`config.mk`:
```
export PLATFORM = sky130hd
export DESIGN_NAME = vid_mem_arbiter
export DESIGN_NICKNAME = d
export VERILOG_FILES = /design/src/rtl/vid_mem_arbiter.sv
export SDC_FILE = /design/constraint.sdc
export NUM_CORES = 1
export LEC_CHECK = 0
export CELL_PAD_IN_SITES_DETAIL_PLACEMENT = 1
export CELL_PAD_IN_SITES_GLOBAL_PLACEMENT = 2
export CORE_ASPECT_RATIO = 2
export CORE_MARGIN = 2
export CORE_UTILIZATION = 27
export CTS_CLUSTER_SIZE = 30
export DETAILED_ROUTE_END_ITERATION = 6
export PLACE_DENSITY = 0.95
export SYNTH_ARGS = -nofsm -noshare
export SYNTH_HDL_FRONTEND = slang
export SYNTH_SLANG_ARGS = --single-unit
```
`constraint.sdc`:
```
create_clock -name clock -period 4.5 [get_ports clock]
set_input_delay 0.675 -clock clock [delete_from_list [all_inputs] [get_ports clock]]
set_output_delay 0.675 -clock clock [all_outputs]
set_load 0.005 [all_outputs]
```
`src/rtl/vid_mem_arbiter.sv`:
```
// Arbitrates the single-port map/frame RAM between the display fetch (absolute priority) and the CPU bus.
// Optional wait statistics (stats_clr, cpu_wait_max) are compiled in with `define ARB_STATS_EN.
module vid_mem_arbiter #(
  parameter int ADDR_W         = 14,
  parameter int DATA_W         = 8,
  parameter int CPU_BLANK_ONLY = 0
) (
  input  logic              clock,
  input  logic              rst,
  input  logic              video_on,
  input  logic              disp_req,
  input  logic [ADDR_W-1:0] disp_addr,
  output logic              disp_rvalid,
  output logic [DATA_W-1:0] disp_rdata,
  input  logic              cpu_req,
  input  logic              cpu_we,
  input  logic [ADDR_W-1:0] cpu_addr,
  input  logic [DATA_W-1:0] cpu_wdata,
  output logic              cpu_ack,
  output logic [DATA_W-1:0] cpu_rdata,
  output logic              ram_en,
  output logic              ram_we,
  output logic [ADDR_W-1:0] ram_addr,
  output logic [DATA_W-1:0] ram_wdata,
  input  logic [DATA_W-1:0] ram_rdata
`ifdef ARB_STATS_EN
  ,
  input  logic              stats_clr,
  output logic [15:0]       cpu_wait_max
`endif
);

  typedef enum logic [1:0] {
    IDLE     = 2'd0,
    RD_PEND1 = 2'd1,
    RD_PEND2 = 2'd2,
    ACK      = 2'd3
  } state_t;

  state_t state;

  logic cpu_allowed;
  logic cpu_issue;

  logic tag1_valid, tag1_disp;
  logic tag2_valid, tag2_disp;

  assign cpu_allowed = (CPU_BLANK_ONLY == 0) || !video_on;
  assign cpu_issue   = !disp_req && (state == IDLE) && cpu_req && cpu_allowed;

  // FSM and registered RAM command; ACK always returns to IDLE so a held request cannot reissue
  always_ff @(posedge clock or posedge rst) begin
    if (rst) begin
      state     <= IDLE;
      cpu_ack   <= 1'b0;
      ram_en    <= 1'b0;
      ram_we    <= 1'b0;
      ram_addr  <= '0;
      ram_wdata <= '0;
    end else begin
      cpu_ack <= 1'b0;
      ram_en  <= 1'b0;
      ram_we  <= 1'b0;

      if (disp_req) begin
        ram_en   <= 1'b1;
        ram_addr <= disp_addr;
      end else if (cpu_issue) begin
        ram_en    <= 1'b1;
        ram_we    <= cpu_we;
        ram_addr  <= cpu_addr;
        ram_wdata <= cpu_wdata;
      end

      case (state)
        IDLE: begin
          if (cpu_issue) begin
            if (cpu_we) begin
              state   <= ACK;
              cpu_ack <= 1'b1;
            end else begin
              state <= RD_PEND1;
            end
          end
        end
        RD_PEND1: state <= RD_PEND2;
        RD_PEND2: begin
          state   <= ACK;
          cpu_ack <= 1'b1;
        end
        ACK:      state <= IDLE;
        default:  state <= IDLE;
      endcase
    end
  end

  // Read tags follow each read issue; stage 2 lines up with ram_rdata for routing
  always_ff @(posedge clock or posedge rst) begin
    if (rst) begin
      tag1_valid  <= 1'b0;
      tag1_disp   <= 1'b0;
      tag2_valid  <= 1'b0;
      tag2_disp   <= 1'b0;
      disp_rvalid <= 1'b0;
      disp_rdata  <= '0;
      cpu_rdata   <= '0;
    end else begin
      tag1_valid  <= disp_req || (cpu_issue && !cpu_we);
      tag1_disp   <= disp_req;
      tag2_valid  <= tag1_valid;
      tag2_disp   <= tag1_disp;
      disp_rvalid <= tag2_valid && tag2_disp;
      if (tag2_valid && tag2_disp) begin
        disp_rdata <= ram_rdata;
      end
      if (tag2_valid && !tag2_disp) begin
        cpu_rdata <= ram_rdata;
      end
    end
  end

`ifdef ARB_STATS_EN
  logic [15:0] wait_cnt;
  logic [15:0] wait_cnt_nxt;
  logic        wait_inc;

  assign wait_inc     = (state == IDLE) && cpu_req && !cpu_issue;
  assign wait_cnt_nxt = (wait_cnt == 16'hFFFF) ? 16'hFFFF : wait_cnt + 16'd1;

  always_ff @(posedge clock or posedge rst) begin
    if (rst) begin
      wait_cnt     <= '0;
      cpu_wait_max <= '0;
    end else if (stats_clr) begin
      wait_cnt     <= '0;
      cpu_wait_max <= '0;
    end else if (cpu_issue) begin
      wait_cnt <= '0;
    end else if (wait_inc) begin
      wait_cnt <= wait_cnt_nxt;
      if (wait_cnt_nxt > cpu_wait_max) begin
        cpu_wait_max <= wait_cnt_nxt;
      end
    end
  end
`endif

endmodule
```
# After elaboration in Yosys (flattened, before gate mapping)
# Cells that the tools add are included.
totals:
  ff_bits: 48
  latchBits: 0
  ram_bits: 0
  mem_bits_ro: 0
  inputBits: 50
  output_inout_bits: 42
  wordCells: 42
  mem_count: 0
op_classes:
  n_addsub: 0
  multipliers: 0
  div: 0
  order_cmp: 0
  eq_ne: 4
  shifts: 0
  muxes: 12
  bitwise: 1
  n_reduce_logical: 12
ops:
  columns: ["cell", "n"]
  rows:
  - ["2-to-1 mux 14 bit", 2]
  - ["case mux 2 bit (4 select lines)", 1]
  - ["2-to-1 mux 1 bit", 6]
  - ["logical AND 1 bit", 5]
  - ["== test 2 bit, second input constant", 2]
  - ["2-to-1 mux 2 bit", 2]
  - ["logical NOT 1 bit", 3]
  - ["== test 2 x 1 -> 1 bit, second input constant", 1]
  - ["logical NOT 2 bit", 1]
  - ["!= test 2 bit, second input constant", 1]
  - ["case mux 1 bit (2 select lines)", 1]
  - ["AND reduction 2 bit", 1]
  - ["nonzero test 2 bit", 1]
  - ["logical OR 1 bit", 1]
  - ["NOT 1 bit", 1]

# Logic depth before layout (Yosys ltp)
# Gate-level depths: netlist of the first run.
depth:
  depth_word: 5
  mapped_depth: 6
  depth_no_buf: 5

# Worst setup path before layout of the first run
# OpenSTA, ideal clock, no wires.
synth_path:
  path_kind: "in2reg"
  start: "input disp_req"
  end: "register ram_wdata[0]"
  setup_ns: 0.125
  arrival_ns: 1.449
  required_ns: 4.375
  path_slack_ns: 2.926
  stages: 4
  path_buffers: 2
  cell_sequence: "buf_6 -> or2_1 -> buf_6 -> mux2_4"
synth_between:
  elab_chain_cells: 4
  elab_cells_between_ends: 5
  cone_classes: "bitwise (1); reduce/logical (4)"
synth_lines:
  columns: ["element", "line_no", "source"]
  rows:
  - ["start: declaration", "11", "input logic disp_req,"]
  - ["logical NOT 1 bit", "49", "assign cpu_issue = !disp_req && (state == IDLE) && cpu_req && cpu_allowed;"]
  - ["logical AND 1 bit (2 in series)", "49", null]
  - ["AND reduction 2 bit (no line) (*)", null, null]
  - ["end signal: assignment", "72", "ram_wdata <= cpu_wdata;"]
  - ["end: declaration", "24", "output logic [DATA_W-1:0] ram_wdata,"]
# Every way passes the cells marked *; elsewhere a longest branch is shown, timed or not.
# A chain may end at the register's enable or synchronous reset.

# Final worst setup path of the first run
layout_path:
  start: "input disp_req"
  end: "register ram_addr[12]"
layout_between:
  elab_chain_cells: 4
  elab_cells_between_ends: 5
  cone_classes: "mux (1); reduce/logical (4)"
layout_lines:
  columns: ["element", "line_no", "source"]
  rows:
  - ["logical NOT 1 bit", "49", null]
  - ["logical AND 1 bit (2 in series)", "49", null]
  - ["nonzero test 2 bit (no line)", null, null]
  - ["end signal: assignment", "67", "ram_addr <= disp_addr;"]
  - ["end signal: assignment", "71", "ram_addr <= cpu_addr;"]
  - ["end: declaration", "23", "output logic [ADDR_W-1:0] ram_addr,"]
# Several ways; a longest one is shown, not always the timed one.

==> results of run 1 <==
## kinds of logic after synthesis
kind of cell,synth area share [%]
multiplexers,24.0
AO/OA/AOI/OAI,4.09
flip-flops,61.3
adder cells (fa/ha/maj),1.92
buffers and inverters,3.64
AND/OR/NAND/NOR,5.05
## worst min path at each step
stage / from / to / cells past startpoint
2_1_floorplan: tag1_disp$_DFF_PP0_ / tag2_disp$_DFF_PP0_ / 0
4_1_cts: tag1_valid$_DFF_PP0_ / tag2_valid$_DFF_PP0_ / 0
3_5_place_dp: tag1_valid$_DFF_PP0_ / tag2_valid$_DFF_PP0_ / 0
3_3_place_gp: tag1_valid$_DFF_PP0_ / tag2_valid$_DFF_PP0_ / 0
6_report: tag1_valid$_DFF_PP0_ / tag2_valid$_DFF_PP0_ / 0
5_1_grt: tag1_valid$_DFF_PP0_ / tag2_valid$_DFF_PP0_ / 0
## flip-flops by register name, summed over array words and instances, names as in the netlist
register / flops
ram_addr: 14
cpu_rdata: 8
disp_rdata: 8
ram_wdata: 8
state: 2
cpu_ack: 1
disp_rvalid: 1
ram_en: 1
ram_we: 1
tag1_disp: 1
tag1_valid: 1
tag2_disp: 1
tag2_valid: 1
## cells in the mapped netlist, drive strengths merged
master,number,area [µm²]
mux2i,17,170
buf,6,45.0
a21oi,1,5.00
ha,3,37.5
nand2,16,60.1
inv,6,22.5
clkbuf,1,3.75
o21ai,15,75.1
or2,2,12.5
nor2b,3,18.8
nor2,2,7.51
mux2,24,300
dfrtp,48,1200
## layout by cell type (no fill, tap or decap), types with 2 or more instances in the layout
master and instances:
mux2_4 8, nor2_1 2, nand2_1 16, clkbuf_16 5
mux2i_1 17, o21ai_0 15, dfrtp_1 48, inv_1 5
mux2_2 16, ha_1 3, clkdlybuf4s50_1 90, nor2b_1 3
## area by class of cell
type                            count  share of cell area (%)
Sequential cell                    48                    38.7
Timing Repair Buffer               91                    29.3
Multi-Input combinational cell     83                    22.3
Clock buffer                        6                    4.15
Tap cell                           92                    3.71
Clock inverter                      2                    1.13
Inverter                            6                   0.726
## power by group through the flow
stage                     clock (W)  combinational, W  sequential, W
after floorplan                   0          0.000217       0.000636
after global routing       0.000443          0.000594       0.000649
after detailed placement          0          0.000558       0.000641
after CTS                  0.000424          0.000561       0.000633
after global placement            0          0.000529       0.000625
final                      0.000411          0.000550       0.000630
## worst register-to-register path: cells and delay by family, from the launching register on
kind                     cells  cell delay [ps]
AO/OA/AOI/OAI                2             1100
adder cells (fa/ha/maj)      1              220
buffers and inverters        1               80
flip-flops                   1              360
## layer usage
layer  wire, µm  vias up  track usage (%)
li1           -      667                -
met1       1970      667             15.3
met2       2450       85             22.5
met3        501        6             5.06
met4         76        0             4.51
met5          0        -                0
## per-stage QoR
step / area (µm²) / instances / power (W)
6_report: 3100 / 328 / 0.00159
5_1_grt: 3100 / 328 / 0.00169
4_1_cts: 3100 / 328 / 0.00162
3_5_place_dp: 2940 / 320 / 0.00120
3_3_place_gp: 2940 / 320 / 0.00115
2_1_floorplan: 1960 / 144 / 0.000853
==> results.yml, run 1 <==
floorplan:
  rows: 44
  die_w_um: 64.2
  io_pins: 92
  die_area_mm2: 0.00800
  start_util_pct: 27.4
  core_area_mm2: 0.00716
  die_height_um: 124
logic_synthesis:
  yosysUniqueCellTypes: 17
  synthesis.instances: 144
  syn_area_per_cell_um2: 13.6
  syn-cell-area_mm2: 0.00196
  seq_area_frac_synth_pct: 61.3
  synth_fp_nets: 197
  yosysWarningCount: 0
  ys_ff_latch: 48
route:
  ant_nets: 0
  drc: 0
  drt_iter0_drc: 17
  wl_per_cell_um: 15.2
  wirelength_mm: 5.00
  firstDrtPassIters: 4
  vias_per_cell: 4.34
  num_vias: 1425
grt:
  antenna_found_initial: 0
  grt_pass1_wl_mm: 8.31
  gr-total-overflow: 0
  grt_max_degree: 49
  grt_pass1_vias: 1605
  grt_usage_pct: 13.4
timing:
  slew_headroom_pct: 27.6
  setup_violations: 0
  drv_slew: 0
  period_share_pct: 49.9
  fmax_ghz: 0.446
  worst_slew_pin_slew_ps: 1090
  grt_setup_unrepaired: "false"
  final_hold_viol_count: 0
  fin_worst_skew_ps: 2.59
  hold_ws_ps: 350
  fin_setup_tns_ps: 0
  worst_slack_ps: 2260
  fin_crit_ps: 2240
setup_path:
  critPathMaxFanout: 30
  cp.required_ps: 4610
  path_cells: "clkdlybuf4s50_1 -> buf_4 -> a21oi_2 -> o21ai_0"
  cp_num_buf_inv: 2
  reg2reg_slack_ps: 2570
  crit_slowest_cell: "a21oi_2"
  crit_type: "input port to flip-flop"
  critPathLaunch: "disp_req"
  endpoint: "ram_addr[12]$_DFFE_PP0P_"
  arrival_ps: 2360
  reg2reg_to: "ram_addr[12]$_DFFE_PP0P_"
  path_depth: 4
  max_stage_delay_ps: 810
  r2r-start: "state[1]$_DFFE_PP0P_"
  worstRegToRegCells: 4
  cp-end-kind: "flip-flop"
  start_kind: "input port"
  cpLargestDelayFamily: "compound AO/OA/AOI/OAI gates"
clock_network:
  clock_sinks: 48
  cts_tree: "built"
  clk-insertion-delay-late_ps: 280
  cts_resized: 0
  numCtsBuffers: 5
  cts-root-buf: "clkbuf_16"
  cts_hold_buf: 0
  post_cts_buffers: 0
  clk_path_buf_depth: 2
  htree_levels: 2
  path_clk_slew_ps: 60
placement:
  io_buffers: 90
  post-dp-hpwl_mm: 3.97
  pre_cts_slack_ps: 1900
  gp_congestion: 0.732
power:
  p_int_w: 0.00118
  p_sw_w: 0.000408
  p_sw_share_pct: 25.6
  p_clk_share_pct: 25.8
  pwr_density_cell_mw_per_mm2: 513
  seqPwrFrac_pct: 39.6
  pwr-share-comb_pct: 34.6
  p_leak_nw: 1.37
  ir_drop_v: 0.000291
cells_and_area:
  fillers: 778
  seq_area_mm2: 0.00120
  fin_util_pct: 43.3
  antenna_cells: 0
  drive_gt1_share_pct: 14.8
  nets: 288
  multi_input_comb_area_um2: 691
  synthToLayoutAreaGrowth_pct: 58.3
outcome:
  status: "finished clean"
worst_hold_path:
  hold_class: "flip-flop to flip-flop"
run:
  maxCapViolCount: 0
(Power assumes the default switching activity.)
==> inputs of run 2 (changes only) <==
CORE_UTILIZATION = 25   (was 27)
PLACE_DENSITY = 0.9   (was 0.95)
clock period = 2.2 ns   (was 4.5 ns; I/O delays follow)
==> run 2 against run 1 <==
Effect of this change: design area up 2.3%; clock skew about the same; first-iteration DRC count rose to 2.7 times the previous value; power up 110%; sequential share of layout area down 0.87 points; worst setup slack worse by 1800 ps; utilization down 1.6 points; clock-buffer cell count unchanged; largest cell class unchanged; highest routed layer unchanged.
==> results.yml, run 2 (synthesis results as in run 1) <==
placement:
  gp_congestion: 0.687
  dpl.cell_count: 326
  post-dp-hpwl_mm: 3.68
  io_buffers: 90
  pre_cts_slack_ps: 288
clock_network:
  path_clk_slew_ps: 60
  numCtsBuffers: 5
  cts_tree: "built"
  cts_resized: 0
  post_cts_buffers: 0
  cts-root-buf: "clkbuf_16"
  htree_levels: 2
  cts_hold_buf: 0
  clock_sinks: 48
  clk-insertion-delay-late_ps: 280
  clk_path_buf_depth: 2
timing:
  fin_worst_skew_ps: 3.05
  worst_slack_ps: 483
  fin_setup_tns_ps: 0
  period_share_pct: 78.1
  grt_setup_unrepaired: "false"
  worst_slew_pin_slew_ps: 543
  setup_violations: 0
  final_hold_viol_count: 0
  fin_crit_ps: 1720
  drv_slew: 0
  fmax_ghz: 0.582
  slew_headroom_pct: 63.8
floorplan:
  die_w_um: 66.6
  io_pins: 92
  rows: 45
  die_height_um: 129
  start_util_pct: 25.8
  die_area_mm2: 0.00860
  core_area_mm2: 0.00760
setup_path:
  reg2reg_to: "ram_wdata[6]$_DFFE_PP0P_"
  crit_slowest_cell: "or2_1"
  reg2reg_slack_ps: 480
  crit_type: "flip-flop to flip-flop"
  cp.required_ps: 2370
  r2r-start: "state[1]$_DFFE_PP0P_"
  path_cells: "inv_1 -> ha_1 -> nand2_1 -> or2_1 -> mux2_4"
  cp-end-kind: "flip-flop"
  cpLargestDelayFamily: "simple AND/OR/NAND/NOR gates"
  arrival_ps: 1890
  max_stage_delay_ps: 420
  worstRegToRegCells: 5
  start_kind: "flip-flop"
  cp_num_buf_inv: 1
  critPathMaxFanout: 8
cells_and_area:
  mostFrequentLayoutCells: "90 x clkdlybuf4s50_1, 48 x dfrtp_1, 17 x mux2i_1"
  largest_reg_flops: 14
  regMostFlops: "ram_addr"
  nets: 292
  antenna_cells: 0
  drive_gt1_share_pct: 16.7
  final_common_cell: "clkdlybuf4s50_1"
  synthToLayoutAreaGrowth_pct: 61.9
  stdcell_count: 334
route:
  drt_iter0_drc: 46
  wl_per_cell_um: 13.7
  drc: 0
  num_vias: 1418
  ant_nets: 0
  wirelength_mm: 4.57
  vias_per_cell: 4.25
  firstDrtPassIters: 3
grt:
  gr-total-overflow: 0
  antenna_found_initial: 0
  grt_max_degree: 33
  grt_pass1_vias: 1597
  grt_pass1_wl_mm: 7.33
  grt_usage_pct: 11.4
power:
  p_leak_nw: 1.40
  pwr_density_cell_mw_per_mm2: 1040
  ir_drop_v: 0.000319
outcome:
  status: "finished clean"
run:
  maxCapViolCount: 0
worst_hold_path:
  hold_class: "input port to async pin"
-- run 2: cell types whose count changed in the layout (fill, tap and decap cells not counted) --
cell	delta
buf_12	+2
buf_4	+2
clkbuf_1	-1
clkbuf_8	+1
clkinv_2	-1
clkinv_4	+1
-- run 2: stage by stage --
stage          power [W]  area, µm²  hold slack, ps  utilization [%]
6_report         0.00328       3170             347             41.7
5_1_grt          0.00350       3170             366             41.7
2_1_floorplan    0.00175       1960             331                -
3_3_place_gp     0.00239       3000             333             39.4
3_5_place_dp     0.00244       3000             340             39.4
4_1_cts          0.00336       3170             356             41.7
-- run 2: area by class of cell --
type | instances | area (µm²)
tap | 94 | 118
clock inverter | 2 | 38.8
inverter | 6 | 22.5
sequential | 48 | 1200
clock buffer | 6 | 139
multi-input combinational | 83 | 691
fill | 805 | 4430
timing repair buffer | 95 | 963
-- run 2: where the power goes --
| group | leakage, nW | internal, W | switching, W |
|---|---|---|---|
| logic | 0.744 | 0.000757 | 0.000364 |
| registers | 0.574 | 0.00115 | 0.000127 |
| clock network | 0.0871 | 0.000569 | 0.000322 |
-- run 2: per-layer routing --
layer  track usage (%)  share of wire, %  vias to the layer above  wire length [µm]
met5                 0                 0                        -                 0
li1                  -                 -                      672                 -
met2              22.2                57                       70              2590
met3              3.65               8.4                        6               385
met1              10.0                33                      670              1510
met4              5.04               2.0                        0                91
-- run 2: worst max-delay path by stage --
stage	startpoint	to	slack (ps)	cells past startpoint
2_1_floorplan	rst	cpu_ack$_DFF_PP0_	730	1
3_3_place_gp	cpu_req	ram_wdata[6]$_DFFE_PP0P_	320	4
3_5_place_dp	cpu_req	ram_wdata[0]$_DFFE_PP0P_	290	4
4_1_cts	state[1]$_DFFE_PP0P_	ram_wdata[6]$_DFFE_PP0P_	450	5
5_1_grt	state[1]$_DFFE_PP0P_	ram_wdata[3]$_DFFE_PP0P_	360	5
6_report	state[1]$_DFFE_PP0P_	ram_wdata[6]$_DFFE_PP0P_	480	5
==> inputs of run 3 (changes only) <==
clock period = 1.8 ns   (was 2.2 ns; I/O delays follow)
==> run 3 against run 2 <==
Effect of this change: cell count rose by 0.60%; clock power grew 17%; design area grew 0.43%; first-iteration DRC count did not move; via count grew 0.85%; clock-buffer cell count stayed put; sequential cell count unchanged; utilization grew 0.18 points; worst hold slack worse by 10 ps; die area unchanged; critical path type unchanged; largest power group unchanged; highest routed layer unchanged.
==> results.yml, run 3 (synthesis results as in run 1) <==
outcome:
  status: "finished clean"
clock_network:
  cts-root-buf: "clkbuf_16"
  clk-insertion-delay-late_ps: 280
  htree_levels: 2
  cts_tree: "built"
  path_clk_slew_ps: 60
  clk_path_buf_depth: 2
  cts_hold_buf: 0
  post_cts_buffers: 0
  clock_sinks: 48
  numCtsBuffers: 5
  cts_resized: 0
floorplan:
  die_area_mm2: 0.00860
  rows: 45
  die_w_um: 66.6
  die_height_um: 129
  io_pins: 92
  core_area_mm2: 0.00760
  start_util_pct: 25.8
timing:
  final_hold_viol_count: 0
  slew_headroom_pct: 71.9
  fmax_ghz: 0.620
  fin_setup_tns_ps: 0
  worst_slew_pin_slew_ps: 418
  fin_worst_skew_ps: 2.88
  setup_violations: 0
  drv_slew: 0
  period_share_pct: 89.7
  hold_ws_ps: 337
  grt_setup_unrepaired: "false"
  fin_crit_ps: 1610
cells_and_area:
  largest_reg_flops: 14
  final_common_cell: "clkdlybuf4s50_1"
  fin_util_pct: 41.9
  synthToLayoutAreaGrowth_pct: 62.6
  regMostFlops: "ram_addr"
  antenna_cells: 0
  drive_gt1_share_pct: 16.9
  nets: 294
  mostFrequentLayoutCells: "90 x clkdlybuf4s50_1, 48 x dfrtp_1, 17 x mux2i_1"
route:
  met3_length_um: 374
  vias_per_cell: 4.26
  ant_nets: 0
  firstDrtPassIters: 3
  drt_iter0_drc: 46
  route.layer.met1.wl_mm: 1.49
  highest_layer: "met4"
  wl_met2_mm: 2.69
  num_vias: 1430
  wirelength_mm: 4.64
  wl_per_cell_um: 13.8
  drc: 0
setup_path:
  arrival_ps: 1780
  crit_slowest_cell: "dfrtp_1"
  crit_type: "flip-flop to flip-flop"
  critPathLaunch: "state[1]$_DFFE_PP0P_"
  cp.required_ps: 1970
  start_kind: "flip-flop"
  cp-end-kind: "flip-flop"
  r2r-start: "state[1]$_DFFE_PP0P_"
  endpoint: "ram_wdata[3]$_DFFE_PP0P_"
  reg2reg_slack_ps: 190
  critPathMaxFanout: 8
  reg2reg_to: "ram_wdata[3]$_DFFE_PP0P_"
  worstRegToRegCells: 6
  max_stage_delay_ps: 380
  path_cells: "inv_1 -> ha_1 -> nand2_1 -> or2_1 -> buf_12 -> mux2_4"
placement:
  post-dp-hpwl_mm: 3.66
  io_buffers: 90
  gp_congestion: 0.692
power:
  p_leak_nw: 1.41
  ir_drop_v: 0.000423
  pwr_density_cell_mw_per_mm2: 1250
grt:
  gr-total-overflow: 0
  grt_pass1_wl_mm: 7.57
  grt_usage_pct: 12.0
  antenna_found_initial: 0
  grt_pass1_vias: 1556
  grt_max_degree: 49
worst_hold_path:
  hold_class: "input port to async pin"
run:
  maxCapViolCount: 0
run 3: cell count changes in the layout (fill, tap and decap cells not counted):
cell,change
buf_12,+1
clkinv_2,+1
clkinv_4,-1
buf_4,+1
clkbuf_1,+1
clkbuf_8,-1
run 3: worst min-delay path by stage:
stage               cells after the start            startpoint                       end  slack [ps]
floorplan                               0              disp_req       tag1_disp$_DFF_PP0_         300
global placement                        0  tag1_valid$_DFF_PP0_      tag2_valid$_DFF_PP0_         330
detailed placement                      0  tag1_valid$_DFF_PP0_      tag2_valid$_DFF_PP0_         340
CTS                                     3                   rst      state[0]$_DFFE_PP0P_         350
global route                            0  tag1_valid$_DFF_PP0_      tag2_valid$_DFF_PP0_         360
finish                                  3                   rst  cpu_rdata[5]$_DFFE_PP0P_         340
run 3: critical path, delay by kind of cell (launching register included):
family                     cells  cell delay [ps]
muxes                          1              300
DFF                            1              380
and+or+nand+nor                2              340
adders and majority gates      1              210
buffers and inverters          2              260
run 3: final cells by class:
type                            instances  area [µm²]
Clock buffer                            6         129
Timing Repair Buffer                   97         991
Fill cell                             807        4410
Clock inverter                          2        35.0
Sequential cell                        48        1200
Tap cell                               94         118
Inverter                                6        22.5
Multi-Input combinational cell         83         691
run 3: per-layer routing:
layer / vias up / GRT usage (%)
met5: - / 0
met4: 0 / 5.40
met3: 5 / 3.91
met2: 70 / 22.4
met1: 680 / 11.3
li1: 675 / -
run 3: per-stage QoR:
stage / std cells / power (W) / instance area, µm² / setup slack (ps)
after floorplan: 144 / 0.00213 / 1960 / 366
final: 336 / 0.00398 / 3190 / 186
after global placement: 328 / 0.00294 / 3020 / 131
after global routing: 336 / 0.00426 / 3190 / 62.7
after CTS: 336 / 0.00408 / 3190 / 155
after detailed placement: 328 / 0.00301 / 3020 / 110
run 3: power breakdown:
part | total, W | internal, W | switching [W]
clock | 0.00104 | 0.000653 | 0.000387
sequential | 0.00156 | 0.00140 | 0.000159
combinational | 0.00139 | 0.000939 | 0.000446
total | 0.00398 | 0.00299 | 0.000992
